### config.mk
export PLATFORM = sky130hd
export DESIGN_NAME = step_pulse_gen_flat
export DESIGN_NICKNAME = d
export VERILOG_FILES = /design/src/rtl/stepper_pkg.sv /design/src/rtl/step_pulse_gen_if.sv /design/src/rtl/phase_timer.sv /design/src/rtl/step_pulse_gen.sv /design/src/flat_wrapper.sv
export SDC_FILE = /design/constraint.sdc
export NUM_CORES = 1
export LEC_CHECK = 0
export CAP_MARGIN = 0
export CORE_ASPECT_RATIO = 0.7
export CORE_MARGIN = 5
export CORE_UTILIZATION = 45
export CTS_CLUSTER_DIAMETER = 80
export DETAILED_ROUTE_END_ITERATION = 7
export GPL_ROUTABILITY_DRIVEN = 1
export PLACE_DENSITY = 0.68
export SLEW_MARGIN = 25
export SYNTH_ARGS = -nofsm -noshare
export SYNTH_HDL_FRONTEND = slang
export SYNTH_SLANG_ARGS = --single-unit
export TNS_END_PERCENT = 10
### constraint.sdc
create_clock -name clk_in -period 3.8 [get_ports clk_in]
set_input_delay 0.95 -clock clk_in [delete_from_list [all_inputs] [get_ports clk_in]]
set_output_delay 0.95 -clock clk_in [all_outputs]
set_load 0.01 [all_outputs]
### src/rtl/stepper_pkg.sv
// Shared types and default timing constants for the stepper pulse path.
package stepper_pkg;

  typedef enum logic [1:0] {
    StIdle,
    StSetup,
    StHigh,
    StLow
  } state_e;

  localparam int unsigned DefPulseWidth = 16;
  localparam int unsigned DefDirSetup   = 4;

endpackage

### src/rtl/step_pulse_gen_if.sv
// Move request and driver-side status bundle between the register bank and step_pulse_gen.
interface step_pulse_gen_if #(
  parameter int unsigned DATA_WIDTH = 32
);
  logic                  start;
  logic                  stop;
  logic                  dir_in;
  logic [DATA_WIDTH-1:0] steps_in;
  logic [DATA_WIDTH-1:0] period_in;
  logic                  step_out;
  logic                  dir_out;
  logic                  busy;
  logic                  done;
  logic [DATA_WIDTH-1:0] remaining;

  modport master (
    output start, stop, dir_in, steps_in, period_in,
    input  step_out, dir_out, busy, done, remaining
  );

  modport slave (
    input  start, stop, dir_in, steps_in, period_in,
    output step_out, dir_out, busy, done, remaining
  );
endinterface

### src/rtl/phase_timer.sv
// Loadable down-counter; tc_o marks the last cycle of a phase loaded with (length - 1).
module phase_timer #(
  parameter int unsigned Width = 32
) (
  input  logic             clk_i,
  input  logic             rst_i,
  input  logic             load_i,
  input  logic [Width-1:0] value_i,
  output logic             tc_o
);

  logic [Width-1:0] cnt_q, cnt_d;

  always_comb begin
    cnt_d = cnt_q;
    if (load_i) begin
      cnt_d = value_i;
    end else if (cnt_q != '0) begin
      cnt_d = cnt_q - Width'(1);
    end
  end

  always_ff @(posedge clk_i) begin
    if (rst_i) begin
      cnt_q <= '0;
    end else begin
      cnt_q <= cnt_d;
    end
  end

  assign tc_o = (cnt_q == '0);

endmodule

### src/rtl/step_pulse_gen.sv
// Step/direction pulse generator: DIR setup delay, then a bounded train of fixed-width STEP pulses.
module step_pulse_gen
  import stepper_pkg::*;
#(
  parameter int unsigned DATA_WIDTH  = 32,
  parameter int unsigned PULSE_WIDTH = DefPulseWidth,
  parameter int unsigned DIR_SETUP   = DefDirSetup
) (
  input  logic             clk_in,
  input  logic             rst_in,
  step_pulse_gen_if.slave  bus
);

  localparam logic [DATA_WIDTH-1:0] PwW       = DATA_WIDTH'(PULSE_WIDTH);
  localparam logic [DATA_WIDTH-1:0] PwLoad    = DATA_WIDTH'(PULSE_WIDTH - 1);
  localparam logic [DATA_WIDTH-1:0] SetupLoad = DATA_WIDTH'(DIR_SETUP - 1);

  state_e                state_q, state_d;
  logic                  dir_q, dir_d;
  logic                  busy_q, busy_d;
  logic                  done_q, done_d;
  logic                  step_q, step_d;
  logic                  stop_pend_q, stop_pend_d;
  logic [DATA_WIDTH-1:0] rem_q, rem_d;
  logic [DATA_WIDTH-1:0] low_len_q, low_len_d;
  logic [DATA_WIDTH-1:0] eff_period;
  logic                  tmr_load;
  logic [DATA_WIDTH-1:0] tmr_val;
  logic                  tmr_tc;

  // Clamp keeps at least one low clock between pulses.
  assign eff_period = (bus.period_in > PwW) ? bus.period_in : PwW + DATA_WIDTH'(1);

  phase_timer #(
    .Width (DATA_WIDTH)
  ) u_phase_timer (
    .clk_i   (clk_in),
    .rst_i   (rst_in),
    .load_i  (tmr_load),
    .value_i (tmr_val),
    .tc_o    (tmr_tc)
  );

  always_comb begin
    state_d     = state_q;
    dir_d       = dir_q;
    busy_d      = busy_q;
    done_d      = 1'b0;
    rem_d       = rem_q;
    low_len_d   = low_len_q;
    stop_pend_d = stop_pend_q;
    tmr_load    = 1'b0;
    tmr_val     = '0;

    unique case (state_q)
      StIdle: begin
        stop_pend_d = 1'b0;
        if (bus.start) begin
          if (bus.steps_in != '0) begin
            state_d   = StSetup;
            dir_d     = bus.dir_in;
            busy_d    = 1'b1;
            rem_d     = bus.steps_in;
            low_len_d = eff_period - PwW;
            tmr_load  = 1'b1;
            tmr_val   = SetupLoad;
          end else begin
            done_d = 1'b1;
          end
        end
      end
      StSetup: begin
        // No pulse has started yet, so an abort here is clean and immediate.
        if (bus.stop) begin
          state_d = StIdle;
          busy_d  = 1'b0;
          done_d  = 1'b1;
        end else if (tmr_tc) begin
          state_d  = StHigh;
          rem_d    = rem_q - DATA_WIDTH'(rem_q != '0);
          tmr_load = 1'b1;
          tmr_val  = PwLoad;
        end
      end
      StHigh: begin
        if (bus.stop) begin
          stop_pend_d = 1'b1;
        end
        if (tmr_tc) begin
          state_d  = StLow;
          tmr_load = 1'b1;
          tmr_val  = low_len_q - DATA_WIDTH'(1);
        end
      end
      StLow: begin
        if (bus.stop) begin
          stop_pend_d = 1'b1;
        end
        if (tmr_tc) begin
          if (rem_q == '0 || stop_pend_q || bus.stop) begin
            state_d     = StIdle;
            busy_d      = 1'b0;
            done_d      = 1'b1;
            stop_pend_d = 1'b0;
          end else begin
            state_d  = StHigh;
            rem_d    = rem_q - DATA_WIDTH'(1);
            tmr_load = 1'b1;
            tmr_val  = PwLoad;
          end
        end
      end
      default: begin
        state_d = StIdle;
        busy_d  = 1'b0;
      end
    endcase

    step_d = (state_d == StHigh);
  end

  always_ff @(posedge clk_in) begin
    if (rst_in) begin
      state_q     <= StIdle;
      dir_q       <= 1'b0;
      busy_q      <= 1'b0;
      done_q      <= 1'b0;
      step_q      <= 1'b0;
      stop_pend_q <= 1'b0;
      rem_q       <= '0;
      low_len_q   <= '0;
    end else begin
      state_q     <= state_d;
      dir_q       <= dir_d;
      busy_q      <= busy_d;
      done_q      <= done_d;
      step_q      <= step_d;
      stop_pend_q <= stop_pend_d;
      rem_q       <= rem_d;
      low_len_q   <= low_len_d;
    end
  end

  assign bus.step_out  = step_q;
  assign bus.dir_out   = dir_q;
  assign bus.busy      = busy_q;
  assign bus.done      = done_q;
  assign bus.remaining = rem_q;

endmodule

### src/flat_wrapper.sv
// flat-port wrapper written by rule: the top's interface ports become plain ports
module step_pulse_gen_flat import stepper_pkg::*;
#(
  parameter int unsigned DATA_WIDTH  = 32,
  parameter int unsigned PULSE_WIDTH = DefPulseWidth,
  parameter int unsigned DIR_SETUP   = DefDirSetup
)
  (clk_in, rst_in, bus_start, bus_stop, bus_dir_in, bus_steps_in, bus_period_in, bus_step_out, bus_dir_out, bus_busy, bus_done, bus_remaining);
  step_pulse_gen_if #(.DATA_WIDTH(DATA_WIDTH)) bus_i ();
  input  logic clk_in;
  input  logic rst_in;
  input wire logic [$bits(bus_i.start)-1:0] bus_start;
  input wire logic [$bits(bus_i.stop)-1:0] bus_stop;
  input wire logic [$bits(bus_i.dir_in)-1:0] bus_dir_in;
  input wire logic [$bits(bus_i.steps_in)-1:0] bus_steps_in;
  input wire logic [$bits(bus_i.period_in)-1:0] bus_period_in;
  output wire logic [$bits(bus_i.step_out)-1:0] bus_step_out;
  output wire logic [$bits(bus_i.dir_out)-1:0] bus_dir_out;
  output wire logic [$bits(bus_i.busy)-1:0] bus_busy;
  output wire logic [$bits(bus_i.done)-1:0] bus_done;
  output wire logic [$bits(bus_i.remaining)-1:0] bus_remaining;
  assign bus_i.start = bus_start;
  assign bus_i.stop = bus_stop;
  assign bus_i.dir_in = bus_dir_in;
  assign bus_i.steps_in = bus_steps_in;
  assign bus_i.period_in = bus_period_in;
  assign bus_step_out = bus_i.step_out;
  assign bus_dir_out = bus_i.dir_out;
  assign bus_busy = bus_i.busy;
  assign bus_done = bus_i.done;
  assign bus_remaining = bus_i.remaining;
  step_pulse_gen #(.DATA_WIDTH(DATA_WIDTH), .PULSE_WIDTH(PULSE_WIDTH), .DIR_SETUP(DIR_SETUP)) u_core (.clk_in(clk_in), .rst_in(rst_in), .bus(bus_i));
endmodule
==> impl_metrics.ini <==
[run_status]
status = finished clean

[grt]
grt_use_total_pct = 24.68
grt_start_max_net_pins = 64
antenna_found_initial = 1
grt_pass1_vias = 6579
grt_overflow = 0
grt_pass1_wl_mm = 34.67

[timing]
final-hold-violation-count = 0
period_share_pct = 95.33
fmax_ghz = 0.2760
fin_skew_ns = 0.01156
fin_setup_tns_ns = 0
fin_hold_ws_ns = 0.4629
maxSlewViolCount = 0
setup_slack_ns = 0.1773
worst_pin_slew_ns = 0.8719
rsz0062_at_grt = false
maxSlewHeadroom_pct = 41.43
setup_viol = 0
period_needed_ns = 3.623

[clocking]
cts_buffers = 9
cts_hold_buf = 0
worstSkewPairLatency_ns = 0.36
clock_sinks = 103
root_buffer = clkbuf_16
clock_path_buffers = 2
cts_setup_buffers = 0
cts_tree = built
clk_pin_slew_ns = 0.07
ctsResizeCount = 0
htreeDepth = 3

[cells_and_area]
fin_util_pct = 59.67
syn2layout_area_growth_pct = 29.00
stdcell_count = 1149
final_nets = 1030
drive_above_1_share_pct = 11.05
diodes = 0

[die]
initial_core_util_pct = 46.26
design.core.area_sq_um = 14010
rows = 36
fp.dieW_um = 153.4
die_h_um = 110.4
dieArea_sq_um = 16940
num_io_pins = 105

[routing]
postRouteWirelength_mm = 21.69
drcViolationCount = 0
highest_layer = met5
wl_per_cell_um = 18.88
wl_met3_mm = 2.378
dr.pass1.iters = 7
drt-met1-wl_mm = 10.13
ant_nets = 0
routed-wl-met2_mm = 8.943
num_vias = 7089
viasPerCell = 6.170
drtIter0Drc = 705

[critical_path]
setup.worst_path.class = in -> reg
r2r-end = u_core.bus.remaining[28]$_SDFFE_PP0P_
r2r-start = u_core.bus.remaining[11]$_SDFFE_PP0P_
start_kind = input port
crit_fanout = 4
cp.required_ns = 4.06
endpoint_kind = flip-flop
crit_arrival_ns = 3.88
r2r_setup_slack_ns = 0.22
r2r_cells = 14

[place]
post-dp-hpwl_mm = 16.28
place_congestion = 0.9671
place_ws_ns = -0.1575
dp.cells = 1135
numPortBuffers = 104

[yosys]
ys_ff_latch = 103
ys_top_cells_by_count = 103 x dfxtp_1, 79 x nor2_1, 61 x a21oi_1
ys.warnings.count = 0
yosysMostFrequentCell = dfxtp_1
synth_area_leaders = dfxtp_1 32%, xor2_1 5.3%, a21oi_1 4.7%, xnor2_1 4.6%, nor2_1 4.6%
synthArstFlopShare_pct = 0
synth_fp_nets = 898
synth.distinct_cells = 72
synth_edf_count = 0
yosysTopAreaCellShare_pct = 31.82
seq_area_frac_synth_pct = 31.82
avgSynthCellArea_sq_um = 7.864
synthCells = 824
synth_area_sq_um = 6480
ys.flop_type = dfxtp_1
yosys.area.top_type = dfxtp_1

[worst_hold_path]
hp-class = reg -> reg
min_to = u_core.bus.dir_out$_SDFFE_PP0P_
holdCritStartpoint = u_core.bus.dir_out$_SDFFE_PP0P_
worstHoldPathCells = 2

[power]
p_leak_uw = 0.003008
ir_drop_uv = 330.7
power_density_nw_per_um2 = 696.9

[job]
cap_violations = 0
layer usage:
layer,up-vias,GRT usage (%)
met5,-,0
met4,2,5.647
met3,25,8.561
met2,331,34.43
met1,3345,36.35
li1,3386,-
registers in the layout (all words and copies together) (netlist names):
| register | cells |
|---|---|
| u_core.stop_pend_q | 1 |
| u_core.bus.dir_out | 1 |
| u_core.state_q | 2 |
| u_core.u_phase_timer.cnt_q | 32 |
| u_core.bus.done | 1 |
| u_core.bus.step_out | 1 |
| u_core.low_len_q | 32 |
| u_core.bus.busy | 1 |
| u_core.bus.remaining | 32 |
report_power, final:
part	internal (uW)	total, uW	switching (uW)
Clock	590	1010	420
Combinational	1290	3150	1860
Sequential	1340	1660	318
critical path, stage by stage:
cell and delay (ns):
clkdlybuf4s50_1 0.41, or4_1 0.56, or4b_1 0.56, nor3_1 0.23, nor2_1 0.10, ha_1 0.20, or4b_1 0.20, nor4_1 0.07
nand2b_1 0.16, nor3_1 0.08, xnor2_1 0.12, a211oi_1 0.25
cells by family after synthesis:
family / after synthesis / synth area share (%)
AOI/OAI and AO/OA: 229 / 23.42
xor gates and xnor gates: 73 / 9.867
adders and majority gates: 5 / 0.9654
buffers and inverters: 66 / 4.306
DFF: 103 / 31.82
muxes: 5 / 0.7917
and+or+nand+nor: 343 / 28.83
metrics by stage:
step	power, uW	area [sq um]
floorplan	3786	6480
global placement	4666	8048
detailed placement	4742	8048
CTS	5760	8359
global route	6166	8359
finish	5825	8359
area by class of cell:
type / instances / area, sq um
Multi-Input combinational cell: 655 / 4140
Timing Repair Buffer: 170 / 1544
Clock buffer: 11 / 242.7
Clock inverter: 3 / 68.82
Fill cell: 1251 / 5649
Inverter: 17 / 63.81
Sequential cell: 103 / 2062
Tap cell: 190 / 237.7
cells in the final DEF (no fill, tap or decap), types with 39 or more instances in the layout:
| cell type | Yosys | layout |
|---|---|---|
| a21oi_1 | 61 | 61 |
| buf_4 | 4 | 65 |
| clkdlybuf4s50_1 | 0 | 103 |
| dfxtp_1 | 103 | 103 |
| nand2_1 | 58 | 58 |
| nor2_1 | 79 | 79 |
| nor3_1 | 54 | 54 |
| nor4_1 | 46 | 46 |
| o21ai_0 | 39 | 39 |
| xor2_1 | 39 | 39 |
how the worst max path moves through the flow:
stage,start,endpoint,slack [ns]
6_report,bus_period_in[26],u_core.low_len_q[28]$_SDFFE_PP0P_,0.18
3_5_place_dp,bus_period_in[26],u_core.low_len_q[28]$_SDFFE_PP0P_,-0.16
4_1_cts,bus_period_in[26],u_core.low_len_q[28]$_SDFFE_PP0P_,0.19
3_3_place_gp,bus_period_in[26],u_core.low_len_q[28]$_SDFFE_PP0P_,-0.08
2_1_floorplan,bus_period_in[26],u_core.low_len_q[26]$_SDFFE_PP0P_,0.29
5_1_grt,bus_period_in[26],u_core.low_len_q[26]$_SDFFE_PP0P_,0.006
(Power assumes the default switching activity.)
